==> src/rtl/regfile_dump_unit.sv <==
// Walks every register of an external register file through its combinational
// read port and streams each entry out over a valid/ready interface.
module regfile_dump_unit #(
    parameter int unsigned DATA_WIDTH = 64,
    parameter int unsigned ADDR_WIDTH = 5,
    parameter int unsigned REG_DEPTH  = 32
) (
    input  logic                  i_clk,
    input  logic                  i_arstn,
    input  logic                  i_start,
    input  logic                  i_abort,
    output logic [ADDR_WIDTH-1:0] o_rf_addr,
    input  logic [DATA_WIDTH-1:0] i_rf_data,
    output logic                  o_valid,
    input  logic                  i_ready,
    output logic [DATA_WIDTH-1:0] o_data,
    output logic [ADDR_WIDTH-1:0] o_data_addr,
    output logic                  o_busy,
    output logic                  o_done
);

    typedef enum logic [1:0] {
        S_IDLE = 2'd0,
        S_READ = 2'd1,
        S_SEND = 2'd2,
        S_DONE = 2'd3
    } state_t;

    localparam logic [ADDR_WIDTH-1:0] LAST_IDX = ADDR_WIDTH'(REG_DEPTH - 1);

    state_t                  r_state;
    logic [ADDR_WIDTH-1:0]   r_index;
    logic [DATA_WIDTH-1:0]   r_data;
    logic [ADDR_WIDTH-1:0]   r_data_addr;
    logic                    r_valid;
    logic                    r_busy;
    logic                    r_done;
    logic                    w_handshake;

    assign w_handshake = r_valid & i_ready;

    // Control FSM; valid/busy/done are registered alongside the state
    always_ff @(posedge i_clk or negedge i_arstn) begin
        if (!i_arstn) begin
            r_state     <= S_IDLE;
            r_index     <= '0;
            r_data      <= '0;
            r_data_addr <= '0;
            r_valid     <= 1'b0;
            r_busy      <= 1'b0;
            r_done      <= 1'b0;
        end else begin
            case (r_state)
                S_IDLE: begin
                    if (i_start) begin
                        r_state <= S_READ;
                        r_index <= '0;
                        r_busy  <= 1'b1;
                    end
                end
                S_READ: begin
                    if (i_abort) begin
                        r_state <= S_IDLE;
                        r_busy  <= 1'b0;
                    end else begin
                        r_data      <= i_rf_data;
                        r_data_addr <= r_index;
                        r_valid     <= 1'b1;
                        r_state     <= S_SEND;
                    end
                end
                S_SEND: begin
                    // Abort takes priority over a coincident handshake
                    if (i_abort) begin
                        r_state <= S_IDLE;
                        r_valid <= 1'b0;
                        r_busy  <= 1'b0;
                    end else if (w_handshake) begin
                        r_valid <= 1'b0;
                        if (r_index == LAST_IDX) begin
                            r_state <= S_DONE;
                            r_done  <= 1'b1;
                        end else begin
                            r_index <= r_index + 1'b1;
                            r_state <= S_READ;
                        end
                    end
                end
                S_DONE: begin
                    r_state <= S_IDLE;
                    r_done  <= 1'b0;
                    r_busy  <= 1'b0;
                end
                default: begin
                    r_state <= S_IDLE;
                    r_valid <= 1'b0;
                    r_done  <= 1'b0;
                    r_busy  <= 1'b0;
                end
            endcase
        end
    end

    assign o_rf_addr   = r_index;
    assign o_valid     = r_valid;
    assign o_data      = r_data;
    assign o_data_addr = r_data_addr;
    assign o_busy      = r_busy;
    assign o_done      = r_done;

endmodule

==> config.mk <==
export PLATFORM = sky130hd
export DESIGN_NAME = regfile_dump_unit
export DESIGN_NICKNAME = d
export VERILOG_FILES = /design/src/rtl/regfile_dump_unit.sv
export SDC_FILE = /design/constraint.sdc
export NUM_CORES = 1
export LEC_CHECK = 0
export ABC_AREA = 1
export CORE_AREA = 2 2 88 90
export CTS_BUF_LIST = sky130_fd_sc_hd__clkbuf_16
export CTS_CLUSTER_SIZE = 12
export DETAILED_ROUTE_END_ITERATION = 10
export DIE_AREA = 0 0 90 92
export GPL_TIMING_DRIVEN = 1
export PLACE_DENSITY = 0.94
export SYNTH_ARGS = -nofsm -noshare
export SYNTH_HDL_FRONTEND = slang
export SYNTH_SLANG_ARGS = --single-unit
==> constraint.sdc <==
create_clock -name i_clk -period 3.9 [get_ports i_clk]
set_input_delay 0.39 -clock i_clk [delete_from_list [all_inputs] [get_ports i_clk]]
set_output_delay 0.39 -clock i_clk [all_outputs]
set_load 0.005 [all_outputs]
## Yosys cells after proc, flatten, opt, wreduce, memory -nomap -nowiden

Index checks and enable logic that the tools add are counted.

- Register bits after elaboration: 79
- Bits in latches: 0
- RAM bits: 0
- Bits in read-only memories: 0
- Memories: 0

- $add $sub $neg: 1
- Multiply operators: 0
- Div/mod/pow operators: 0
- $lt $le $gt $ge: 0
- Eq/ne operators: 12
- Shifts and indexed selects: 0
- Mux-type cells: 22
- Bitwise gates (word level): 2
- Reductions and logical operators: 11

Operators by type and width:

| cell | count |
|---|---|
| 5-bit two-way mux | 4 |
| 2-bit inequality test (second input constant) | 6 |
| 2-bit two-way mux | 5 |
| 5-bit one-hot mux with 2 select lines | 1 |
| 1-bit two-way mux | 8 |
| 2-bit one-hot mux with 4 select lines | 1 |
| 2-bit AND reduction | 3 |
| 2-bit nonzero test | 3 |
| 5-bit by 1-bit adder with 5-bit output (second input constant) | 1 |
| 5-bit == test (second input constant) | 1 |
| 5-bit AND reduction | 1 |
| 2-bit == test (second input constant) | 2 |
| 1-bit one-hot mux with 2 select lines | 2 |
| 4-bit AND reduction | 1 |
| 3-bit inequality test (second input constant) | 1 |
| 1-bit one-hot mux with 3 select lines | 1 |
| 3-bit AND reduction | 1 |
| 2-bit by 1-bit == test with 1-bit output (second input constant) | 1 |
| 2-bit logical NOT | 1 |
| 2-bit by 1-bit inequality test with 1-bit output (second input constant) | 1 |
| 2-bit OR reduction | 1 |
| 1-bit bitwise AND | 1 |
| 1-bit NOT | 1 |

## Longest topological paths before layout

- Word-level depth: 5
- Gate-level depth with buffers: 11
- Mapped depth without buffers: 11

## Least setup slack after synthesis

No wires, ideal clock.

- Path kind: register to register
- From: register r_index[0], in the netlist o_rf_addr[0]
- To: register r_index[0], in the netlist o_rf_addr[0]
- Library setup time: 0.065 ns
- Data arrival time: 1.470 ns
- Data required time: 3.835 ns
- Path slack: 2.365 ns
- Cell stages (with the launch flop): 12
- Cell sequence: dfrtp_1 > ha_1 > nand2_1 > nor2_1 > ha_1 > inv_1 > nand2_1 > nand2_1 > nand2_1 > nor2_1 > nand2_1 > nand2_1

- Cells in the longest elaborated chain, start to end: 5
- Elaborated cells on any way between the ends: 8
- Those cells by class: 1 x add/sub; 2 x eq/ne; 4 x mux; 1 x reduce/logical

RTL lines:

| what | line | text |
|---|---|---|
| start, declared | 32 | `logic [ADDR_WIDTH-1:0] r_index;` |
| start signal, assigned | 84 | `r_index <= r_index + 1'b1;` |
| 5-bit by 1-bit adder with 5-bit output | 84 |  |
| 5-bit two-way mux | 80 | `if (r_index == LAST_IDX) begin` |
| 5-bit two-way mux | 78 | `end else if (w_handshake) begin` |
| 5-bit two-way mux | 74 | `if (i_abort) begin` |
| 5-bit one-hot mux with 2 select lines | 53 | `case (r_state)` |

Parallel ways exist; a longest one is shown, timed or not. The select of a mux whose other input is x is not followed.
A chain may end at the register's enable or synchronous reset.

## Worst setup path after layout

- From: register r_state[1]
- To: register r_data[13], in the netlist o_data[13]

- Cells in the longest elaborated chain, start to end: 2

RTL lines:

| what | line | text |
|---|---|---|
| start, declared | 31 | `state_t r_state;` |
| start signal, assigned | 45 | `r_state <= S_IDLE;` |
| start signal, assigned | 56 | `r_state <= S_READ;` |
| start signal, assigned | 63 | `r_state <= S_IDLE;` |
| 2-bit by 1-bit == test with 1-bit output | 53 |  |
| 2-bit AND reduction (no source line) | - |  |
| end signal, assigned | 66 | `r_data <= i_rf_data;` |
| end, declared | 33 | `logic [DATA_WIDTH-1:0] r_data;` |

Every way passes these cells.

==> metrics.txt <==
fill count=542; post-route setup TNS=0 ns; Syn-to-layout area delta=55.0%; synthesized net count=308; Synth cell types=17; vias in the first global route=2398; Crit Path Class=register to register; largest net degree at the start of global routing=80; CP max FO=72; CTS root buf=clkbuf_16; antenna diode instance count=0; hold_buf cts=0; final setup margin=1.93 ns; # IOs=146; max frequency=0.508 GHz; FF+latch count, synth=79; vias per cell=4.70; largest cells by area after synthesis=dfrtp_1, mux2_2, nand2_1, mux2_4, ha_1; CP Buf/Inv Count=1; Reg clk slew, reported paths=0.06 ns; vias=2299; Final period util=50.4%; R2R setup slack=1.93 ns; Crit-path slowest cell=nand2_4; Max-slew headroom=34.8%; final worst path period need=1.97 ns; antenna viol nets, final=0; Post-Place Setup Slack=1.62 ns; worst clock skew=0.00832 ns; Final Util=67.3%; CTS Buf Count=9; status=finished clean; gr usage total=17.9%; DR iter-0 viols=60; Yosys top cell area share=61.1%; crit path DAT=2.16 ns; DIE AREA=8280 sq um; Pleak=2.21 nW; share of layout cells above drive strength 1=21.4%; Synth Instances=233; final hold viol count=0; setup violators final=0; Detailed Routing Iterations Pass 1=5; critical path's top delay family=simple AND/OR/NAND/NOR gates; Final Net Count=457; effective utilization at floorplan=43.4%; maximum level of the CTS H-tree=3; Std-Cell Rows=32; HP Class=primary input to async pin; Core Region=7450 sq um; crit start category=register; count of pins over their slew limit=0; drt wl/cell=15.0 um; Clock Path Buffers=2; first-pass GRT wire length=11800 um; clk_lat worst skew=0.32 ns; sequential share of the synthesized area=61.1%; # Post-CTS Setup Buffers=0; TritonCTS Sinks=79; die width=90 um; Post-Syn Area=3230 sq um; Crit path largest cell delay=0.68 ns; CP endpoint kind=register; PortBufs=145; total power=3.81 mW; number of remaining DRC errors=0; final WL=7330 um; RSZ-0062 raised after global routing=false; total grt overflow=0; Synthesis Warnings=0; Worst-Margin Slew=0.978 ns; crit path cell chain=inv_1 > ha_1 > nand2_4 > mux2_2; fin cells=489; post-synthesis average cell area=13.9 sq um; Resize count post-CTS=0; WP data required=4.09 ns; area leader, netlist=dfrtp_1; CTS tree=done; Max-cap violations=0; Placed Cells=473; Final GP Congestion=0.869; initial antenna violation count=0; DP HPWL=5310 um; Die Height=92 um; Cell Pwr Density=760 nW/um^2; IR drop worst, VDD=0.000482 V
## area by class of cell
class,instances,area [sq um],share of cell area [%]
sequential,79,1980,39.4
clock inverter,7,65.1,1.30
multi-input combinational,136,1130,22.5
tap,102,128,2.55
clock buffer,9,225,4.49
timing repair buffer,145,1450,28.9
inverter,11,41.3,0.824
## layout by cell type, fill, tap and decap left out, types with 2 or more instances in the layout
| cell | netlist | layout |
|---|---|---|
| clkdlybuf4s50_1 | 0 | 144 |
| dfrtp_1 | 79 | 79 |
| mux2_2 | 62 | 62 |
| nand2_1 | 28 | 28 |
| nor2_1 | 17 | 17 |
| inv_1 | 11 | 13 |
| clkbuf_16 | 0 | 9 |
| mux2_4 | 6 | 6 |
| o21ai_0 | 6 | 6 |
| ha_1 | 6 | 6 |
| nand3_1 | 3 | 3 |
| a21oi_1 | 3 | 3 |
| nand4_1 | 2 | 2 |
| clkinvlp_4 | 0 | 2 |
## path summary, 6_finish.rpt
check	endpoint	from	cells past startpoint
max	o_data[13]	r_state[1]	4
min	o_data[20]	i_arstn	1
max reg2reg	o_data[13]	r_state[1]	4
min reg2reg	o_data_addr[3]	o_data_addr[3]	2
max in group asynchronous	o_busy	i_arstn	1
min in group i_clk	o_data_addr[3]	o_data_addr[3]	2
## kinds of logic (layout without fill, tap and decap cells)
family	Yosys count	count (layout)	share of synthesized area, %
flops	79	79	61.1
mux	68	68	24.4
simple gates	53	53	6.81
buf+inv	18	172	3.98
compound gates	9	9	1.39
fa+ha+maj	6	6	2.32
## worst reg2reg max path, delay by kind of cell, from the launching register on
kind | cells | cell delay (ns)
muxes | 1 | 0.49
adders and majority gates | 1 | 0.23
DFF | 1 | 0.37
and+or+nand+nor | 1 | 0.68
buffers and inverters | 1 | 0.08
## synthesized netlist by cell type
cell	count
dfrtp_1	79
mux2_2	62
nand2_1	28
nor2_1	17
inv_1	11
ha_1	6
mux2_4	6
o21ai_0	6
clkbuf_8	5
a21oi_1	3
nand3_1	3
nand4_1	2
buf_4	1
buf_6	1
nand2_4	1
nor3_1	1
nor3b_1	1
## metal layers
layer / vias to the layer above / GRT usage (%) / wire length (um)
li1: 1082 / - / -
met1: 1119 / 22.3 / 3030
met2: 90 / 30.8 / 3860
met3: 8 / 4.27 / 373
met4: 0 / 5.77 / 74
met5: - / 0 / 0
## flip-flops by register name (all words and copies together) (netlist names)
name and cells:
o_rf_addr 5, o_done 1, o_busy 1, o_data_addr 5, o_data 64, o_valid 1, r_state 2
## where the power goes
part           leakage, nW  internal [mW]  switching, mW  total, mW
logic                 1.11           1.08          0.538       1.62
clock network        0.142          0.491          0.308      0.798
registers            0.955           1.20          0.199       1.39
total                 2.21           2.77           1.04       3.81
## through the flow
stage	hold WS (ns)	area, sq um
floorplan	0.0944	3230
global placement	0.477	4720
detailed placement	0.479	4720
CTS	0.271	5010
global route	0.328	5010
finish	0.216	5010
Power figures use the tool's default switching activity.
==> RTL change 1, RTL diff (config.mk and constraints unchanged) <==
`ADDR_WIDTH`: 5 -> 4.
--- a/src/rtl/regfile_dump_unit.sv
+++ b/src/rtl/regfile_dump_unit.sv
@@ -3,5 +3,5 @@
 module regfile_dump_unit #(
     parameter int unsigned DATA_WIDTH = 64,
-    parameter int unsigned ADDR_WIDTH = 5,
+    parameter int unsigned ADDR_WIDTH = 4,
     parameter int unsigned REG_DEPTH  = 32
 ) (
Ports: changed (resized o_data_addr and o_rf_addr); port bits go from 146 to 144. The function was not compared with the original's and may differ.
==> RTL change 1 against the unedited design <==
- routed wire length rose by 4.5%
- count of clock-buffer cells in the layout did not move
- design area fell by 1.8%
- total power fell by 4.3%
- worst setup slack got worse by 0.064 ns
- area after synthesis fell by 3.2%
- via count rose by 23%
- sequential cell count fell by 2
==> RTL change 1: results (changes against the unedited design) <==
.. list-table::
   :header-rows: 1

   * - Metric
     - Value
   * - Ratio of routed vias to standard cells
     - 4.58 (was 4.70)
   * - Placer's final routability congestion estimate
     - 0.849 (was 0.869)
   * - Num Clock Sinks
     - 77 (was 79)
   * - Filler cell count in the final layout
     - 608 (was 542)
   * - Total iterations of the first detailed-routing run
     - 4 (was 5)
   * - HPWL after detailed placement
     - 5.49 mm (was 5.31 mm)
   * - Outcome
     - complete, no violations (unchanged)
   * - LEAKAGE
     - 0.00246 uW (was 0.00221 uW)
   * - Count of plain and timing-repair buffers
     - 144 (was 145)
   * - Worst max-slew margin expressed relative to the limit
     - 0.267 (was 0.348)
   * - Via count of the first global-routing pass
     - 2784 (was 2398)
   * - Endpoint of the worst setup timing path
     - o_valid (was o_data[13])
   * - Final standard cell area without fillers
     - 0.00492 mm^2 (was 0.00501 mm^2)
   * - Drt wl/cell
     - 12.4 um (was 15.0 um)
   * - Switching power share of the total
     - 0.313 (was 0.274)
   * - Final setup violation count
     - 0 (unchanged)
   * - Clock buf/inv share
     - 0.0620 (was 0.0579)
   * - Longest individual stage delay on the worst path
     - 0.79 ns (was 0.68 ns)
   * - Synthesized Nets
     - 444 (was 308)
   * - Reg-to-reg setup timing slack
     - 1.87 ns (was 1.93 ns)
   * - Flip-flop and latch area
     - 0.00193 mm^2 (was 0.00198 mm^2)
   * - Global-route wire length before repair
     - 12.7 mm (was 11.8 mm)
   * - Data arrival at the endpoint of the critical path
     - 2.23 ns (was 2.16 ns)
   * - PortBufs
     - 143 (was 145)
   * - Power consumed by combinational cells
     - 1470 uW (was 1620 uW)
   * - Clk. pwr
     - 842 uW (was 798 uW)
   * - Largest fanout on the critical path
     - 71 (was 72)
   * - GR Util All Layers
     - 0.188 (was 0.179)
   * - Top cells by area, synth
     - dfrtp_1, nand2_1, ha_1 (was dfrtp_1, mux2_2, nand2_1)
   * - Ranking of synthesized cells by instance count
     - nand2_1, dfrtp_1, inv_1 (was dfrtp_1, mux2_2, nand2_1)
   * - Library cell contributing the largest single delay on the critical path
     - inv_2 (was nand2_4)
   * - Areal power density over the cells
     - 741 mW/mm^2 (was 760 mW/mm^2)
   * - Buffer share of cell area
     - 0.292 (was 0.289)
   * - DP Cell Count
     - 601 (was 473)
   * - Maximum resistive drop on vdd
     - 389 uV (was 482 uV)
   * - Number of distinct library cells after synthesis
     - 16 (was 17)
   * - Total number of vias
     - 2819 (was 2299)
   * - Ratio of cells with drive above 1 in the final layout
     - 0.0331 (was 0.214)
   * - Synthesized instance count
     - 370 (was 233)
==> RTL change 1: changes by cell type after synthesis, moves of 2 or more <==
cell and change:
nand2_1 +202, mux2_2 -62, nor2_1 -8, buf_2 +7
mux2_4 -6, clkbuf_8 -5, buf_4 +4, clkbuf_1 +3
inv_1 +3, dfrtp_1 -2, nand3_1 +2
==> RTL change 1: per-layer routing <==
layer	share of wire	GRT usage	vias to the layer above
met5	0	0	-
met4	0.012	0.0615	0
met3	0.071	0.0542	8
met2	0.49	0.325	114
met1	0.43	0.228	1294
li1	-	-	1403
==> RTL change 1: logic make-up after synthesis <==
family	share of synthesized area
and+or+nand+nor	0.301
DFF	0.616
buffers and inverters	0.0448
AOI/OAI and AO/OA	0.0192
adders and majority gates	0.0200
==> RTL change 1: worst reg2reg max path: cells and delay by family (launching register included) <==
family          cells  cell delay (ns)
fa+ha+maj           1             0.19
simple gates        2             0.12
compound gates      1             0.20
flops               1             0.38
buf+inv             4             1.04
==> RTL change 2, RTL diff (same settings) <==
Made on the original files. Encoding of `state_t`: now one-hot (4 bits for 4 states).
--- a/src/rtl/regfile_dump_unit.sv
+++ b/src/rtl/regfile_dump_unit.sv
@@ -20,9 +20,9 @@
 );
 
-    typedef enum logic [1:0] {
-        S_IDLE = 2'd0,
-        S_READ = 2'd1,
-        S_SEND = 2'd2,
-        S_DONE = 2'd3
+    typedef enum logic [3:0] {
+        S_IDLE = 4'b0001,
+        S_READ = 4'b0010,
+        S_SEND = 4'b0100,
+        S_DONE = 4'b1000
     } state_t;
 
Formal check against the unedited RTL: no difference found for any inputs over 10 cycles, from zero or initial values and one cycle with i_arstn low; not proved beyond that.
==> RTL change 2 against the unedited design <==
- sequential cell count grew 2
- largest cell class unchanged
- hold slack gained 0.0051 ns
- non-clock buffer count is the same
- first-iteration DRC count grew 140%
- final cell count grew 31%
- design area grew 2.2%
- worst setup slack lost 0.49 ns
- critical endpoint is now o_data[4]
- routed wire length grew 18%
- area after synthesis grew 3.0%
- total power shrank 6.8%
- critical path type unchanged
==> RTL change 2: results (changes against the unedited design) <==
.. list-table::
   :header-rows: 1

   * - Metric
     - Value
   * - Outcome
     - complete, no violations (unchanged)
   * - Synth Area in Adders
     - 0.0113 (was 0.0232)
   * - Final wirelength
     - 8.67 mm (was 7.33 mm)
   * - Post-synthesis mux area share
     - 0 (was 0.244)
   * - GR Util All Layers
     - 0.209 (was 0.179)
   * - Filler cell count in the final layout
     - 576 (was 542)
   * - Antenna Diode Count
     - 0 (unchanged)
   * - Starting DRT DRC Count
     - 143 (was 60)
   * - Maximum resistive drop on vdd
     - 382 uV (was 482 uV)
   * - Share of the yosys chip area belonging to registers
     - 0.609 (was 0.611)
   * - LEAKAGE
     - 0.00256 uW (was 0.00221 uW)
   * - Top cells by area, synth
     - dfrtp_1, nand2_1, buf_6 (was dfrtp_1, mux2_2, nand2_1)
   * - Largest fanout on the critical path
     - 77 (was 72)
   * - Synthesized Nets
     - 466 (was 308)
   * - Ratio of cells with drive above 1 in the final layout
     - 0.0407 (was 0.214)
   * - Placed cell area
     - 0.00480 mm^2 (was 0.00472 mm^2)
   * - Placer's final routability congestion estimate
     - 0.904 (was 0.869)
   * - Total iterations of the first detailed-routing run
     - 4 (was 5)
   * - Via count of the first global-routing pass
     - 3005 (was 2398)
   * - Worst setup skew after layout
     - 0.00732 ns (was 0.00832 ns)
   * - Number of nets in the final layout
     - 607 (was 457)
   * - Largest net degree at the start of global routing
     - 82 (was 80)
   * - Number of distinct library cells after synthesis
     - 17 (unchanged)
   * - Global-route wire length before repair
     - 14.0 mm (was 11.8 mm)
   * - Top delay family on crit path
     - buffers and inverters (was simple AND/OR/NAND/NOR gates)
   * - Switch Pwr
     - 1070 uW (was 1040 uW)
   * - Number of buffers inserted during clock tree synthesis
     - 9 (unchanged)
   * - Library cell contributing the largest single delay on the critical path
     - inv_2 (was nand2_4)
   * - Worst setup slack after placement
     - 1.16 ns (was 1.62 ns)
   * - Area fraction in compound gates after synthesis
     - 0.00902 (was 0.0139)
   * - Ratio of routed vias to standard cells
     - 4.76 (was 4.70)
   * - Final Hold Vio Count
     - 0 (unchanged)
   * - Data arrival at the endpoint of the critical path
     - 2.71 ns (was 2.16 ns)
   * - Longest individual stage delay on the worst path
     - 0.95 ns (was 0.68 ns)
   * - Ranking of synthesized cells by instance count
     - nand2_1, dfrtp_1, nor2_1 (was dfrtp_1, mux2_2, nand2_1)
   * - HPWL after detailed placement
     - 5.92 mm (was 5.31 mm)
   * - Worst max-slew margin expressed relative to the limit
     - 0.314 (was 0.348)
RTL change 2: path summary, 6_finish.rpt:
check                           start    endpoint  cells past startpoint  slack [ns]
setup / recovery           r_state[2]   o_data[4]                      7        1.45
hold / removal                i_arstn   o_data[5]                      1        0.22
setup reg to reg           r_state[2]   o_data[4]                      7        1.45
hold reg to reg                o_busy      o_busy                      2        0.48
max in group asynchronous     i_arstn  o_data[24]                      1        3.03
min in group i_clk             o_busy      o_busy                      2        0.48
RTL change 2: cell type report:
class | count | area (um^2) | area share
clock buffer | 9 | 225 | 0.0440
clock inverter | 7 | 95.1 | 0.0186
inverter | 15 | 56.3 | 0.0110
multi-input combinational | 283 | 1140 | 0.223
sequential | 81 | 2030 | 0.396
tap | 102 | 128 | 0.0249
timing repair buffer | 145 | 1450 | 0.283
RTL change 2: through the flow:
step / std cells / utilization / power (uW)
floorplan: 394 / - / 1850
global placement: 626 / 0.645 / 2600
detailed placement: 626 / 0.645 / 2670
CTS: 642 / 0.688 / 3580
global route: 642 / 0.688 / 3760
finish: 642 / 0.688 / 3550
RTL change 2: worst register-to-register path, cell delays in order, from the launching register on:
cell,delay (ns)
dfrtp_1,0.40
inv_1,0.09
nand2_1,0.11
nor2_4,0.16
nand2_4,0.42
inv_2,0.96
nand2_1,0.16
nand2_1,0.10
RTL change 2: routing by layer:
layer	global-route usage	vias to the layer above	share of wire
met5	0	-	0
met4	0.0603	0	0.0078
met3	0.0551	7	0.067
met2	0.363	120	0.50
met1	0.259	1449	0.42
li1	-	1479	-
RTL change 2: kinds of logic (layout without fill, tap and decap cells):
group | count (synthesis) | count (layout)
adders and majority gates | 3 | 3
AOI/OAI and AO/OA | 6 | 6
and+or+nand+nor | 274 | 274
DFF | 81 | 81
buffers and inverters | 30 | 176
RTL change 2: power groups by stage:
stage	clock network (uW)	logic [uW]	registers, uW
after floorplan	0	473	1370
after global placement	0	1240	1360
after detailed placement	0	1290	1370
after CTS	906	1300	1370
after global routing	939	1420	1410
final	885	1290	1370
